===== src/rtl/seg7_pkg.sv =====
// seg7_pkg: shared constants for the seven-segment array controller.
//   - word offsets of the Avalon-MM register map
//   - CTRL bit positions
//   - segment width and the hex-to-segment lookup (active-high, bit0=a .. bit6=g)
package seg7_pkg;

    localparam int SEG_W = 7;

    localparam int REG_CTRL       = 0;
    localparam int REG_BLINK_MASK = 1;
    localparam int REG_BLINK_DIV  = 2;
    localparam int REG_STATUS     = 3;
    localparam int DIGIT_BASE     = 4;

    localparam int CTRL_EN       = 0;
    localparam int CTRL_HEX      = 1;
    localparam int CTRL_BLINK_EN = 2;

    function automatic logic [SEG_W-1:0] hex2seg(input logic [3:0] nib);
        logic [SEG_W-1:0] seg;
        case (nib)
            4'h0:    seg = 7'h3F;
            4'h1:    seg = 7'h06;
            4'h2:    seg = 7'h5B;
            4'h3:    seg = 7'h4F;
            4'h4:    seg = 7'h66;
            4'h5:    seg = 7'h6D;
            4'h6:    seg = 7'h7D;
            4'h7:    seg = 7'h07;
            4'h8:    seg = 7'h7F;
            4'h9:    seg = 7'h6F;
            4'hA:    seg = 7'h77;
            4'hB:    seg = 7'h7C;
            4'hC:    seg = 7'h39;
            4'hD:    seg = 7'h5E;
            4'hE:    seg = 7'h79;
            default: seg = 7'h71;
        endcase
        return seg;
    endfunction

endpackage


===== src/rtl/seg7_hex_decode.sv =====
// seg7_hex_decode: combinational nibble to seven-segment decoder.
//   i_nib  : 4-bit value 0..F
//   o_seg  : active-high segment pattern, bit0=a .. bit6=g
module seg7_hex_decode
    import seg7_pkg::*;
(
    input  logic [3:0]       i_nib,
    output logic [SEG_W-1:0] o_seg
);

    assign o_seg = hex2seg(i_nib);

endmodule


===== src/rtl/seg7_array_ctrl.sv =====
// seg7_array_ctrl: N-digit seven-segment display controller with an
// Avalon-MM slave (read latency 1), raw or hex display, and per-digit blink.
//   csi_clk, csi_reset       : clock, synchronous active-high reset
//   avs_s1_address           : word address (CTRL, BLINK_MASK, BLINK_DIV, STATUS, DIGITn)
//   avs_s1_read/write        : access strobes
//   avs_s1_writedata         : 16-bit write data, gated per byte by avs_s1_byteenable
//   avs_s1_readdata          : registered read data, held until the next read
//   coe_seg                  : registered segment pins, digit k at [7k+6:7k]
module seg7_array_ctrl
    import seg7_pkg::*;
#(
    parameter int NUM_DIGITS     = 4,
    parameter int ADDR_W         = 5,
    parameter int PRESCALE       = 50000,
    parameter int SEG_ACTIVE_LOW = 1
)
(
    input  logic                        csi_clk,
    input  logic                        csi_reset,
    input  logic [ADDR_W-1:0]           avs_s1_address,
    input  logic                        avs_s1_read,
    input  logic                        avs_s1_write,
    input  logic [15:0]                 avs_s1_writedata,
    input  logic [1:0]                  avs_s1_byteenable,
    output logic [15:0]                 avs_s1_readdata,
    output logic [SEG_W*NUM_DIGITS-1:0] coe_seg
);

    localparam int PS_W = (PRESCALE > 1) ? $clog2(PRESCALE) : 1;

    logic [2:0]            r_ctrl;
    logic [NUM_DIGITS-1:0] r_mask;
    logic [15:0]           r_div;
    logic [SEG_W-1:0]      r_digit [NUM_DIGITS];
    logic [PS_W-1:0]       r_presc;
    logic [15:0]           r_bcnt;
    logic                  r_phase;
    logic [15:0]           r_rdata;
    logic [SEG_W*NUM_DIGITS-1:0] r_seg;

    logic                  w_wr_any;
    logic                  w_sel_ctrl;
    logic                  w_sel_mask;
    logic                  w_sel_div;
    logic                  w_sel_status;
    logic                  w_wr_div;
    logic                  w_tick;
    logic [15:0]           w_be_bits;
    logic [15:0]           w_rdata;
    logic [SEG_W-1:0]      w_hex [NUM_DIGITS];
    logic [SEG_W*NUM_DIGITS-1:0] w_pat;

    assign w_wr_any     = avs_s1_write && (avs_s1_byteenable != 2'b00);
    assign w_sel_ctrl   = (avs_s1_address == ADDR_W'(REG_CTRL));
    assign w_sel_mask   = (avs_s1_address == ADDR_W'(REG_BLINK_MASK));
    assign w_sel_div    = (avs_s1_address == ADDR_W'(REG_BLINK_DIV));
    assign w_sel_status = (avs_s1_address == ADDR_W'(REG_STATUS));
    assign w_wr_div     = w_wr_any && w_sel_div;
    assign w_be_bits    = {{8{avs_s1_byteenable[1]}}, {8{avs_s1_byteenable[0]}}};
    assign w_tick       = (r_presc == PS_W'(PRESCALE - 1));

    // Register file
    always_ff @(posedge csi_clk) begin
        if (csi_reset) begin
            r_ctrl <= '0;
            r_mask <= '0;
            r_div  <= '0;
            for (int k = 0; k < NUM_DIGITS; k++) begin
                r_digit[k] <= '0;
            end
        end else if (w_wr_any) begin
            if (w_sel_ctrl && avs_s1_byteenable[0]) begin
                r_ctrl <= avs_s1_writedata[2:0];
            end
            if (w_sel_mask) begin
                r_mask <= (r_mask & ~w_be_bits[NUM_DIGITS-1:0])
                        | (avs_s1_writedata[NUM_DIGITS-1:0] & w_be_bits[NUM_DIGITS-1:0]);
            end
            if (w_sel_div) begin
                r_div <= (r_div & ~w_be_bits) | (avs_s1_writedata & w_be_bits);
            end
            for (int k = 0; k < NUM_DIGITS; k++) begin
                if (avs_s1_byteenable[0] && avs_s1_address == ADDR_W'(DIGIT_BASE + k)) begin
                    r_digit[k] <= avs_s1_writedata[SEG_W-1:0];
                end
            end
        end
    end

    // Prescaler and blink phase. A BLINK_DIV write restarts the whole
    // period lit so software sees a predictable phase after reprogramming.
    always_ff @(posedge csi_clk) begin
        if (csi_reset || w_wr_div) begin
            r_presc <= '0;
            r_bcnt  <= '0;
            r_phase <= 1'b1;
        end else begin
            r_presc <= w_tick ? '0 : r_presc + 1'b1;
            if (r_div == 16'd0) begin
                r_bcnt  <= '0;
                r_phase <= 1'b1;
            end else if (w_tick) begin
                if (r_bcnt == r_div - 16'd1) begin
                    r_bcnt  <= '0;
                    r_phase <= ~r_phase;
                end else begin
                    r_bcnt <= r_bcnt + 16'd1;
                end
            end
        end
    end

    // Read mux samples registers before any same-cycle write lands,
    // so a read/write collision returns the old value.
    always_comb begin
        w_rdata = '0;
        if (w_sel_ctrl) begin
            w_rdata = {13'd0, r_ctrl};
        end else if (w_sel_mask) begin
            w_rdata = 16'(r_mask);
        end else if (w_sel_div) begin
            w_rdata = r_div;
        end else if (w_sel_status) begin
            w_rdata = {3'd0, 5'(NUM_DIGITS), 7'd0, r_phase};
        end
        for (int k = 0; k < NUM_DIGITS; k++) begin
            if (avs_s1_address == ADDR_W'(DIGIT_BASE + k)) begin
                w_rdata = {9'd0, r_digit[k]};
            end
        end
    end

    always_ff @(posedge csi_clk) begin
        if (csi_reset) begin
            r_rdata <= '0;
        end else if (avs_s1_read) begin
            r_rdata <= w_rdata;
        end
    end

    genvar g;
    generate
        for (g = 0; g < NUM_DIGITS; g++) begin : g_dec
            seg7_hex_decode u_dec (
                .i_nib (r_digit[g][3:0]),
                .o_seg (w_hex[g])
            );
        end
    endgenerate

    always_comb begin
        w_pat = '0;
        for (int k = 0; k < NUM_DIGITS; k++) begin
            if (r_ctrl[CTRL_EN] && !(r_ctrl[CTRL_BLINK_EN] && r_mask[k] && !r_phase)) begin
                w_pat[k*SEG_W +: SEG_W] = r_ctrl[CTRL_HEX] ? w_hex[k] : r_digit[k];
            end
        end
    end

    always_ff @(posedge csi_clk) begin
        if (csi_reset) begin
            r_seg <= (SEG_ACTIVE_LOW != 0) ? '1 : '0;
        end else begin
            r_seg <= (SEG_ACTIVE_LOW != 0) ? ~w_pat : w_pat;
        end
    end

    assign avs_s1_readdata = r_rdata;
    assign coe_seg         = r_seg;

endmodule


===== config.mk =====
export PLATFORM = sky130hd
export DESIGN_NAME = seg7_array_ctrl
export DESIGN_NICKNAME = d
export VERILOG_FILES = /design/src/rtl/seg7_pkg.sv /design/src/rtl/seg7_hex_decode.sv /design/src/rtl/seg7_array_ctrl.sv
export SDC_FILE = /design/constraint.sdc
export NUM_CORES = 1
export LEC_CHECK = 0
export ABC_AREA = 1
export CORE_UTILIZATION = 50
export CTS_CLUSTER_DIAMETER = 120
export DETAILED_ROUTE_END_ITERATION = 12
export PLACE_DENSITY_LB_ADDON = 0.3
export SYNTH_ARGS = -nofsm -noshare
export SYNTH_HDL_FRONTEND = slang
export SYNTH_SLANG_ARGS = --single-unit

===== constraint.sdc =====
create_clock -name csi_clk -period 2.5 [get_ports csi_clk]
set_input_delay 0.25 -clock csi_clk [delete_from_list [all_inputs] [get_ports csi_clk]]
set_output_delay 0.25 -clock csi_clk [all_outputs]
set_load 0.1 [all_outputs]

==> results of run 1 <==
[placed cells by master, fill, tap and decap left out, types with 4 or more instances in the layout]
cell and instances:
sky130_fd_sc_hd__clkdlybuf4s50_1 26, sky130_fd_sc_hd__o21ai_0 77, sky130_fd_sc_hd__nor2_1 102, sky130_fd_sc_hd__inv_1 124
sky130_fd_sc_hd__inv_2 5, sky130_fd_sc_hd__nand2_1 181, sky130_fd_sc_hd__edfxtp_1 28, sky130_fd_sc_hd__clkbuf_16 18
sky130_fd_sc_hd__buf_4 59, sky130_fd_sc_hd__nand4_1 15, sky130_fd_sc_hd__xnor2_1 5, sky130_fd_sc_hd__o211ai_1 23
sky130_fd_sc_hd__a21oi_1 66, sky130_fd_sc_hd__nor2_2 22, sky130_fd_sc_hd__xor2_1 9, sky130_fd_sc_hd__nand2_2 8
sky130_fd_sc_hd__clkinv_4 4, sky130_fd_sc_hd__o22ai_1 8, sky130_fd_sc_hd__inv_6 5, sky130_fd_sc_hd__dfxtp_1 100
sky130_fd_sc_hd__nand3_1 85, sky130_fd_sc_hd__nor4_1 4, sky130_fd_sc_hd__a31oi_1 6, sky130_fd_sc_hd__o2111ai_1 5
sky130_fd_sc_hd__ha_1 23, sky130_fd_sc_hd__nor3_1 19
[per-stage QoR]
| stage | total power [mW] | instance area (um2) | hold WS, ns | setup WS [ns] | std cells |
|---|---|---|---|---|---|
| floorplan | 2.52 | 7040 | 0.378 | 0.598 | 975 |
| global placement | 2.65 | 7850 | 0.440 | 0.269 | 1208 |
| detailed placement | 2.65 | 7850 | 0.457 | 0.175 | 1208 |
| CTS | 5.15 | 8450 | 0.401 | 0.372 | 1240 |
| global route | 5.30 | 8450 | 0.420 | 0.0584 | 1240 |
| finish | 5.13 | 8450 | 0.411 | 0.360 | 1240 |
[path summary, 6_finish.rpt]
check / start / end / slack, ns / cells after the start
setup / recovery: flop / r_phase / 0.36 / 13
setup reg to reg: flop / r_phase / 0.36 / 13
hold reg to reg: r_presc[0] / r_presc[0] / 0.46 / 1
hold / removal: avs_s1_writedata[7] / flop / 0.41 / 3
[power breakdown]
part / internal, mW / switching (mW)
sequential: 2.15 / 0.0497
combinational: 0.134 / 0.282
clock: 1.49 / 1.02
[worst register-to-register path, stage by stage (launching register included)]
cell	delay, ns
sky130_fd_sc_hd__dfxtp_1	0.31
sky130_fd_sc_hd__inv_1	0.10
sky130_fd_sc_hd__ha_1	0.26
sky130_fd_sc_hd__nand2_2	0.11
sky130_fd_sc_hd__nor2_1	0.27
sky130_fd_sc_hd__nand2_1	0.09
sky130_fd_sc_hd__nand3_1	0.13
sky130_fd_sc_hd__nand2_1	0.07
sky130_fd_sc_hd__nor2_1	0.10
sky130_fd_sc_hd__nand2_1	0.07
sky130_fd_sc_hd__nor2_1	0.19
sky130_fd_sc_hd__nand2_1	0.13
sky130_fd_sc_hd__o21ai_1	0.13
sky130_fd_sc_hd__nand3_1	0.08
[cell type report]
cell class              instances  area, um2
fillers                      1188       5060
multi-input cells             688       3590
flip-flops and latches        128       2840
repair buffers                 85        703
inverters                     131        492
clock buffers                  19        464
well taps                     176        220
clock inverters                13        139
[kinds of logic (layout without fill, tap and decap cells)]
kind of cell / Yosys count / after routing / synth area share (%)
and+or+nand+nor: 451 / 451 / 29.0
buffers and inverters: 159 / 248 / 8.62
xor gates and xnor gates: 14 / 14 / 1.74
adders and majority gates: 23 / 23 / 4.09
AOI/OAI and AO/OA: 200 / 200 / 16.1
DFF: 128 / 128 / 40.4
[per-layer routing]
metal / global-route usage [%] / routed length, um / up-vias
li1: - / - / 3406
met4: 13.2 / 626 / 0
met3: 5.71 / 996 / 52
met1: 31.3 / 7680 / 3068
met5: 0 / 0 / -
met2: 44.6 / 8720 / 208
==> impl_results.md, run 1 <==
* Status: finished clean
* Post-DR wirelength/cell at 14.5 um
* Via-per-instance ratio at 5.43
* Post-synthesis cell type count at 46
* Pin count of the biggest net entering global routing at 42
* Syn Area/Cell at 7.22 um2
* Clock input transition at the sequential cells of the worst setup and hold paths at 0.07 ns
* Clock sinks at 128
* Most used DFF post-synth: sky130_fd_sc_hd__dfxtp_1
* Synthesis warning total at 0
* Global placement routability congestion at 0.955
* Final #Nets at 1101
* Kind of critical path: reg2reg
* Highest-delay cell along the critical path: sky130_fd_sc_hd__dfxtp_1
* Die area at 14600 um2
* Sum of negative setup slack at 0 ns
* Upper clock frequency limit at 467 MHz
* Capturing element type of the critical path: flop
* Post-synth EDFFs at 28
* Boundary Pins at 71
* Number of clock buffers inserted by TritonCTS at 17
* Post-layout min period at 2.14 ns
* Cell with the most instances after synthesis: sky130_fd_sc_hd__nand2_1
* Aggregate global routing overflow at 0
* Initial drt markers at 526
* Critical-path maximum fanout at 5
* Final standard cell utilization of the core at 62.6%
* Width of the die at 121 um
* Final setup vio count at 0
* Total power per unit cell area at 607 nW/um2
* Vias in the first global route at 6386
* #FFs+latches synth at 128
* Area growth syn-to-layout at 20.1%
* CTS-repair resized insts at 0
* Detailed placement HPWL at 13.2 mm
* Die Y at 121 um
* Net count after synthesis at 1025
* Maximum number of buffers from clock root to sink at 2
* Initial antenna violation count at 0
* Insertion delay to the later sink of the worst-skew pair at 0.43 ns
* CTS H-tree depth at 4
* Ys async rst share at 0%
* Worst path max stage delay at 0.31 ns
* Post CTS Setup Buffer Count at 0
* Mapped Cells at 975
* Total wire length after detailed routing at 18.0 mm
* Cells along the critical path: inv_1 > ha_1 > nand2_2 > nor2_1 > nand2_1 > nand3_1 > nand2_1 > nor2_1 > nand2_1 > nor2_1 > nand2_1 > o21ai_1 > nand3_1
* # hold bufs at CTS at 0
* Vias after detailed routing at 6734
* TritonCTS clock tree: done
* Leading cell types by total area after synthesis: sky130_fd_sc_hd__dfxtp_1 (28%), sky130_fd_sc_hd__edfxtp_1 (12%), sky130_fd_sc_hd__nand2_1 (9.7%)
* Slew Limit Fails at 0
* Most used standard cells in the synthesized netlist: sky130_fd_sc_hd__nand2_1 (181), sky130_fd_sc_hd__inv_1 (124), sky130_fd_sc_hd__nor2_1 (102)
* Router iterations before antenna repair at 4
* Quantity of I/O buffers inserted on ports at 70
* Placeable core area at 13500 um2
* # diodes at 0
* Startpoint types: flop
* Final Hold Violating Endpoints at 0
* Post-route DRC violation count at 0
* First-pass GRT wire length at 29.9 mm
* Starting density of the core at 52.1%
* Row Count at 42
* Setup repair after global routing missed its margin: no
* Fraction of layout cells with a size suffix above 1 at 12.9%
* Max capacitance violation total at 0
* Period utilization at 85.6%
* Antenna violation net count after detailed routing at 0
* Proportion of netlist area held by the largest area contributor at 28.4%
* Library cell appearing most often on the critical path: sky130_fd_sc_hd__nand2_1
* P_leak at 3.48 nW
* Cell area after synthesis at 7040 um2
* Class of the tightest hold or removal check: in2reg
* Overall global routing resource usage at 26.3%
* Tightest slew margin relative to the limit at 54.2%
* Seq/Total Area, Yosys at 40.4%
* Data required time at the worst endpoint at 2.81 ns
* Data arrival at the endpoint of the critical path at 2.45 ns
* Actual transition at the worst max-transition pin at 0.687 ns
* Cell class contributing the biggest share of worst-path delay: simple AND/OR/NAND/NOR gates
* Buffers & Inverters on Critical Path at 1
* Max IR drop VDD at 0.495 mV
* Post-synth top area cell: sky130_fd_sc_hd__dfxtp_1
* Largest clock skew in the final design at 0.0101 ns
* Clock root buffer: sky130_fd_sc_hd__clkbuf_16
Note: power is estimated with default switching activity, not from simulation.
==> inputs of run 2 (changes only) <==
--- a/config.mk
+++ b/config.mk
@@ -5,7 +5,7 @@
 export SDC_FILE = /design/constraint.sdc
 export NUM_CORES = 1
 export LEC_CHECK = 0
-export ABC_AREA = 1
+export CORE_MARGIN = 4
 export CORE_UTILIZATION = 50
 export CTS_CLUSTER_DIAMETER = 120
 export DETAILED_ROUTE_END_ITERATION = 12
==> constraint.sdc (replaced) <==
create_clock -name csi_clk -period 2.1 [get_ports csi_clk]
set_input_delay 0.21 -clock csi_clk [delete_from_list [all_inputs] [get_ports csi_clk]]
set_output_delay 0.21 -clock csi_clk [all_outputs]
set_load 0.1 [all_outputs]
==> run 2 against run 1 <==
  * The run now ends with negative setup slack left
  * Core utilization up 2.3 points
  * Die area up 6.7%
  * Flip-flop and latch count unchanged
  * Maximum frequency down 7.3%
  * Cell count down 13%
  * Clock power up 15%
  * Combinational power up 13%
  * Critical path type unchanged
  * Highest routed layer unchanged
==> impl_results.md, run 2 <==
* Finished layout cell area at 8630 um2 (was 8450 um2)
* Post-synth EDFFs at 28 (unchanged)
* Upper clock frequency limit at 433 MHz (was 467 MHz)
* Initial drt markers at 447 (was 526)
* Starting density of the core at 51.1% (was 52.1%)
* Insertion delay to the later sink of the worst-skew pair at 0.42 ns (was 0.43 ns)
* CTS H-tree depth at 4 (unchanged)
* Max IR drop VDD at 0.541 mV (was 0.495 mV)
* Via-per-instance ratio at 5.56 (was 5.43)
* Slew Limit Fails at 0 (unchanged)
* Cell area after synthesis at 6800 um2 (was 7040 um2)
* First-pass GRT wire length at 28.9 mm (was 29.9 mm)
* Detailed placement HPWL at 12.9 mm (was 13.2 mm)
* Proportion of netlist area held by the largest area contributor at 29.4% (was 28.4%)
* Fillcell total at 1083 (was 1188)
* #FFs+latches synth at 128 (unchanged)
* Period utilization at 110% (was 85.6%)
* Highest-delay cell along the critical path: sky130_fd_sc_hd__a2111o_1 (was sky130_fd_sc_hd__dfxtp_1)
* Most used DFF post-synth: sky130_fd_sc_hd__dfxtp_1 (unchanged)
* Worst reg-to-reg setup slack at -0.21 ns (was 0.36 ns)
* Clock root buffer: sky130_fd_sc_hd__clkbuf_16 (unchanged)
* Sum of negative setup slack at -2.98 ns (was 0 ns)
* Startpoint of the worst hold path: avs_s1_writedata[7] (unchanged)
* Initial antenna violation count at 0 (unchanged)
* Maximum number of buffers from clock root to sink at 2 (unchanged)
* Total power per unit cell area at 693 nW/um2 (was 607 nW/um2)
* Actual transition at the worst max-transition pin at 0.502 ns (was 0.687 ns)
* Aggregate global routing overflow at 0 (unchanged)
* Worst r2r dst: r_phase (unchanged)
* TritonCTS clock tree: done (unchanged)
* Class of the tightest hold or removal check: in2reg (unchanged)
* Tot Pwr at 5.98 mW (was 5.13 mW)
* Startpoint types: flop (unchanged)
* Cell with the most instances after synthesis: sky130_fd_sc_hd__dfxtp_1 (was sky130_fd_sc_hd__nand2_1)
* Final Hold Violating Endpoints at 0 (unchanged)
* Net count after synthesis at 819 (was 1025)
* Clock sinks at 128 (unchanged)
* Quantity of I/O buffers inserted on ports at 70 (unchanged)
* Syn Area/Cell at 8.84 um2 (was 7.22 um2)
* Cell depth of the worst min-delay path at 3 (unchanged)
* Post-synth top area cell: sky130_fd_sc_hd__dfxtp_1 (unchanged)
* Clock input transition at the sequential cells of the worst setup and hold paths at 0.06 ns (was 0.07 ns)
* Post CTS Setup Buffer Count at 0 (unchanged)
* Global placement routability congestion at 0.929 (was 0.955)
* Violated checks: negative setup slack
* Seq/Total Area, Yosys at 41.8% (was 40.4%)
* Post-DR wirelength/cell at 16.1 um (was 14.5 um)
* Antenna violation net count after detailed routing at 0 (unchanged)
* Synthesis warning total at 0 (unchanged)
* Data required time at the worst endpoint at 2.41 ns (was 2.81 ns)
* Worst slack at placement at -0.228 ns (was 0.175 ns)
* Number of clock buffers inserted by TritonCTS at 17 (unchanged)
* Kind of critical path: reg2reg (unchanged)
* Data arrival at the endpoint of the critical path at 2.61 ns (was 2.45 ns)
* Cell Area, Placed at 8000 um2 (was 7850 um2)
* Router iterations before antenna repair at 6 (was 4)
* Die area at 15500 um2 (was 14600 um2)
* Die Y at 125 um (was 121 um)
* Cells on worst reg2reg path at 7 (was 13)
* Vias after detailed routing at 6010 (was 6734)
* Worst path max stage delay at 0.36 ns (was 0.31 ns)
* Area growth syn-to-layout at 26.9% (was 20.1%)
* Total wire length after detailed routing at 17.4 mm (was 18.0 mm)
* Setup slack after layout at -0.208 ns (was 0.360 ns)
* Vias in the first global route at 5954 (was 6386)
* Capturing element type of the critical path: flop (unchanged)
* Worst hold slack at 0.365 ns (was 0.411 ns)
* Boundary Pins at 71 (unchanged)
* Mapped Cells at 769 (was 975)
* Final #Nets at 941 (was 1101)
* Placeable core area at 13300 um2 (was 13500 um2)
* Overall global routing resource usage at 22.7% (was 26.3%)
* P_leak at 3.49 nW (was 3.48 nW)
* Leading cell types by total area after synthesis: sky130_fd_sc_hd__dfxtp_1 (29%), sky130_fd_sc_hd__edfxtp_1 (12%), sky130_fd_sc_hd__mux2i_1 (4.7%) (was sky130_fd_sc_hd__dfxtp_1 (28%), sky130_fd_sc_hd__edfxtp_1 (12%), sky130_fd_sc_hd__nand2_1 (9.7%))
* # diodes at 0 (unchanged)
* Post-synthesis cell type count at 61 (was 46)
* Final standard cell utilization of the core at 64.9% (was 62.6%)
* Number of placed instances, taps included at 1048 (was 1208)
* Width of the die at 125 um (was 121 um)
* Row Count at 42 (unchanged)
* Fraction of layout cells with a size suffix above 1 at 19.6% (was 12.9%)
* Max capacitance violation total at 0 (unchanged)
* Cells along the critical path: nor4_4 > nand3_2 > a211o_1 > a2111o_1 > a211o_1 > nor3_2 > mux2_4 (was inv_1 > ha_1 > nand2_2 > nor2_1 > nand2_1 > nand3_1 > nand2_1 > nor2_1 > nand2_1 > nor2_1 > nand2_1 > o21ai_1 > nand3_1)
* Library cell appearing most often on the critical path: sky130_fd_sc_hd__a211o_1 (was sky130_fd_sc_hd__nand2_1)
* Post-route DRC violation count at 0 (unchanged)
* Final setup vio count at 17 (was 0)
* Tightest slew margin relative to the limit at 66.6% (was 54.2%)
* Critical-path maximum fanout at 3 (was 5)
* Commonest cells after routing, fill and taps aside: sky130_fd_sc_hd__buf_4 (118), sky130_fd_sc_hd__dfxtp_1 (96), sky130_fd_sc_hd__nand2_1 (82) (was sky130_fd_sc_hd__nand2_1 (181), sky130_fd_sc_hd__inv_1 (124), sky130_fd_sc_hd__nor2_1 (102))
* Post-layout min period at 2.31 ns (was 2.14 ns)
* Largest clock skew in the final design at 0.00715 ns (was 0.0101 ns)
* Post-route insts no fill at 1080 (was 1240)
* Pin count of the biggest net entering global routing at 33 (was 42)
* Most used standard cells in the synthesized netlist: sky130_fd_sc_hd__dfxtp_1 (100), sky130_fd_sc_hd__nand2_1 (82), sky130_fd_sc_hd__nor2_1 (74) (was sky130_fd_sc_hd__nand2_1 (181), sky130_fd_sc_hd__inv_1 (124), sky130_fd_sc_hd__nor2_1 (102))
* Ys async rst share at 0% (unchanged)
* Most common cell after layout, fill and taps aside: sky130_fd_sc_hd__buf_4 (was sky130_fd_sc_hd__nand2_1)
* Setup repair after global routing missed its margin: yes (was no)
* Status: finished, violations left (was finished clean)
run 2: logic make-up (layout without fill, tap and decap cells):
group | Yosys count | in the layout | share of synthesized area [%]
AND/OR/NAND/NOR | 305 | 305 | 22.2
flip-flops | 128 | 128 | 41.8
XOR/XNOR | 51 | 51 | 6.57
buffers and inverters | 68 | 203 | 4.56
multiplexers | 37 | 37 | 5.54
adder cells (fa/ha/maj) | 23 | 23 | 4.23
AO/OA/AOI/OAI | 157 | 157 | 15.1
run 2: layout make-up:
| class | count | area [um2] | area share [%] |
|---|---|---|---|
| sequential | 128 | 2850 | 33.0 |
| clock buffer | 18 | 429 | 4.98 |
| tap | 176 | 220 | 2.55 |
| multi-input combinational | 573 | 3720 | 43.1 |
| inverter | 26 | 97.6 | 1.13 |
| timing repair buffer | 145 | 1170 | 13.5 |
| clock inverter | 14 | 148 | 1.71 |
run 2: what timing repair did:
item	4_1_cts	5_1_grt
pin swaps	2	3
endpoints found under the setup margin	17	17
hold buffers	0	0
resized for setup	6	6
run 2: worst max-delay path by stage:
stage / end / slack [ns] / depth (start not counted)
after detailed placement: r_phase / -0.23 / 6
after global placement: r_phase / -0.18 / 7
after floorplan: r_bcnt[5] / -0.15 / 9
final: r_phase / -0.21 / 7
after global routing: r_phase / -0.29 / 7
after CTS: r_bcnt[1] / -0.21 / 7
run 2: where the power goes:
part | switching (mW) | internal (mW) | leakage, nW
sequential | 0.0642 | 2.56 | 1.08
combinational | 0.272 | 0.196 | 2.13
clock | 1.05 | 1.84 | 0.286
run 2: critical path: cells and delay by family (launching register included):
kind | cells | cell delay, ns
multiplexers | 1 | 0.32
AND/OR/NAND/NOR | 3 | 0.62
flip-flops | 1 | 0.33
AO/OA/AOI/OAI | 3 | 0.92
run 2: per-layer routing:
metal / share of wire, % / wire length, um / global-route usage [%]
met1: 42 / 7220 / 26.7
met2: 50 / 8760 / 39.6
met3: 5.2 / 908 / 5.02
met4: 2.7 / 473 / 10.1
met5: 0 / 0 / 0
==> RTL edit (config.mk and constraints of run 2) <==
The parameter `PRESCALE` goes from 50000 to 200000.
--- a/src/rtl/seg7_array_ctrl.sv
+++ b/src/rtl/seg7_array_ctrl.sv
@@ -12,5 +12,5 @@
     parameter int NUM_DIGITS     = 4,
     parameter int ADDR_W         = 5,
-    parameter int PRESCALE       = 50000,
+    parameter int PRESCALE       = 200000,
     parameter int SEG_ACTIVE_LOW = 1
 )
Check against the original RTL: same outputs for any inputs over 4 cycles, from zero or initial values and one cycle with csi_reset high; that may be too few to reach the edited logic, so the function may still have changed.
==> RTL edit against run 2 <==
The run still ends with negative setup slack left; sequential cell count up 2; worst setup slack better by 29 ps; combinational power up 2%; synthesized cell count up 2.1%; final cell count up 1.5%; area after synthesis up 1.5%; utilization up 1.1 points; sequential power up 2%; wire length up 4.9%; power down 0.19%; non-clock buffer count down 1; cell area up 2.5%; clock power down 2%; critical path type unchanged; critical endpoint unchanged.
==> RTL edit: results (changes against run 2) <==
post-synth cell types: 64 (+4.9%)
Multi-In Gates: 587 (+2.4%)
Seq area share: 0.327 (-0.00351)
Final Setup Violations: 17 (unchanged)
switching power: 0.00145 W (+4.4%)
Synth top cells by count: dfxtp_1 (102), nor2_1 (95), nand2_1 (63)
GP Congestion: 0.935 (+0.59%)
routed wl met3: 874 um (-3.7%)
Data buffer area share: 0.133 (-0.00188)
final worst setup slack: -179 ps (+29.2 ps)
Initial DRC Count: 358 (-20%)
DR vias: 6232 (+3.7%)
M1 GR Usage: 0.273 (+0.00654)
final wirelength: 18200 um (+4.9%)
outcome: finished, violations left
share of total power in the clock network: 0.474 (-0.009)
nonclk buf count: 144 (-0.69%)
pwr/cell area: 675 mW/mm^2 (-2.6%)
switching share of power: 0.243 (+0.0106)
failing checks: negative setup slack
worst vdd ir: 0.000623 V (+15%)
met3 Usage GRT: 0.0507 (+0.000575)
clock buf count: 17 (-1)
arrival time at the worst endpoint: 2580 ps (-30 ps)
hold path startpoint: avs_s1_writedata[9]
Signal inverters: 27 (+3.8%)
#FFs+latches synth: 130 (+1.6%)
Final nets: 957 (+1.7%)
non-filler instance count after layout: 1096 (+1.5%)
smallest hold slack: 409 ps (+44.3 ps)
cell count of the worst reg-to-reg path: 9 (+2)
-- RTL edit: cell types whose count changed after synthesis, sizes merged, moves of 4 or more --
cell,before,now
o21ai,30,35
nor2,74,96
a21oi,50,56
a22o,5,0
clkbuf,34,29
xor2,31,26
a31oi,4,10
nand2,82,63
buf,8,12
mux2i,32,39
nor2b,9,19
nand2b,19,11
-- RTL edit: repair_timing --
item	in CTS	in global routing
hold endpoints to repair	0	0
gates cloned	1	0
endpoints found under the setup margin	16	33
pin swaps	1	11
gates resized for setup	5	27
setup buffers	4	3
-- RTL edit: kinds of logic (layout without fill, tap and decap cells) --
family | count (synthesis) | in the layout | synth area share
AND/OR/NAND/NOR | 317 | 317 | 0.238
AO/OA/AOI/OAI | 159 | 159 | 0.143
flip-flops | 130 | 130 | 0.418
buffers and inverters | 68 | 203 | 0.0392
XOR/XNOR | 46 | 46 | 0.0584
multiplexers | 42 | 42 | 0.0615
adder cells (fa/ha/maj) | 23 | 23 | 0.0417
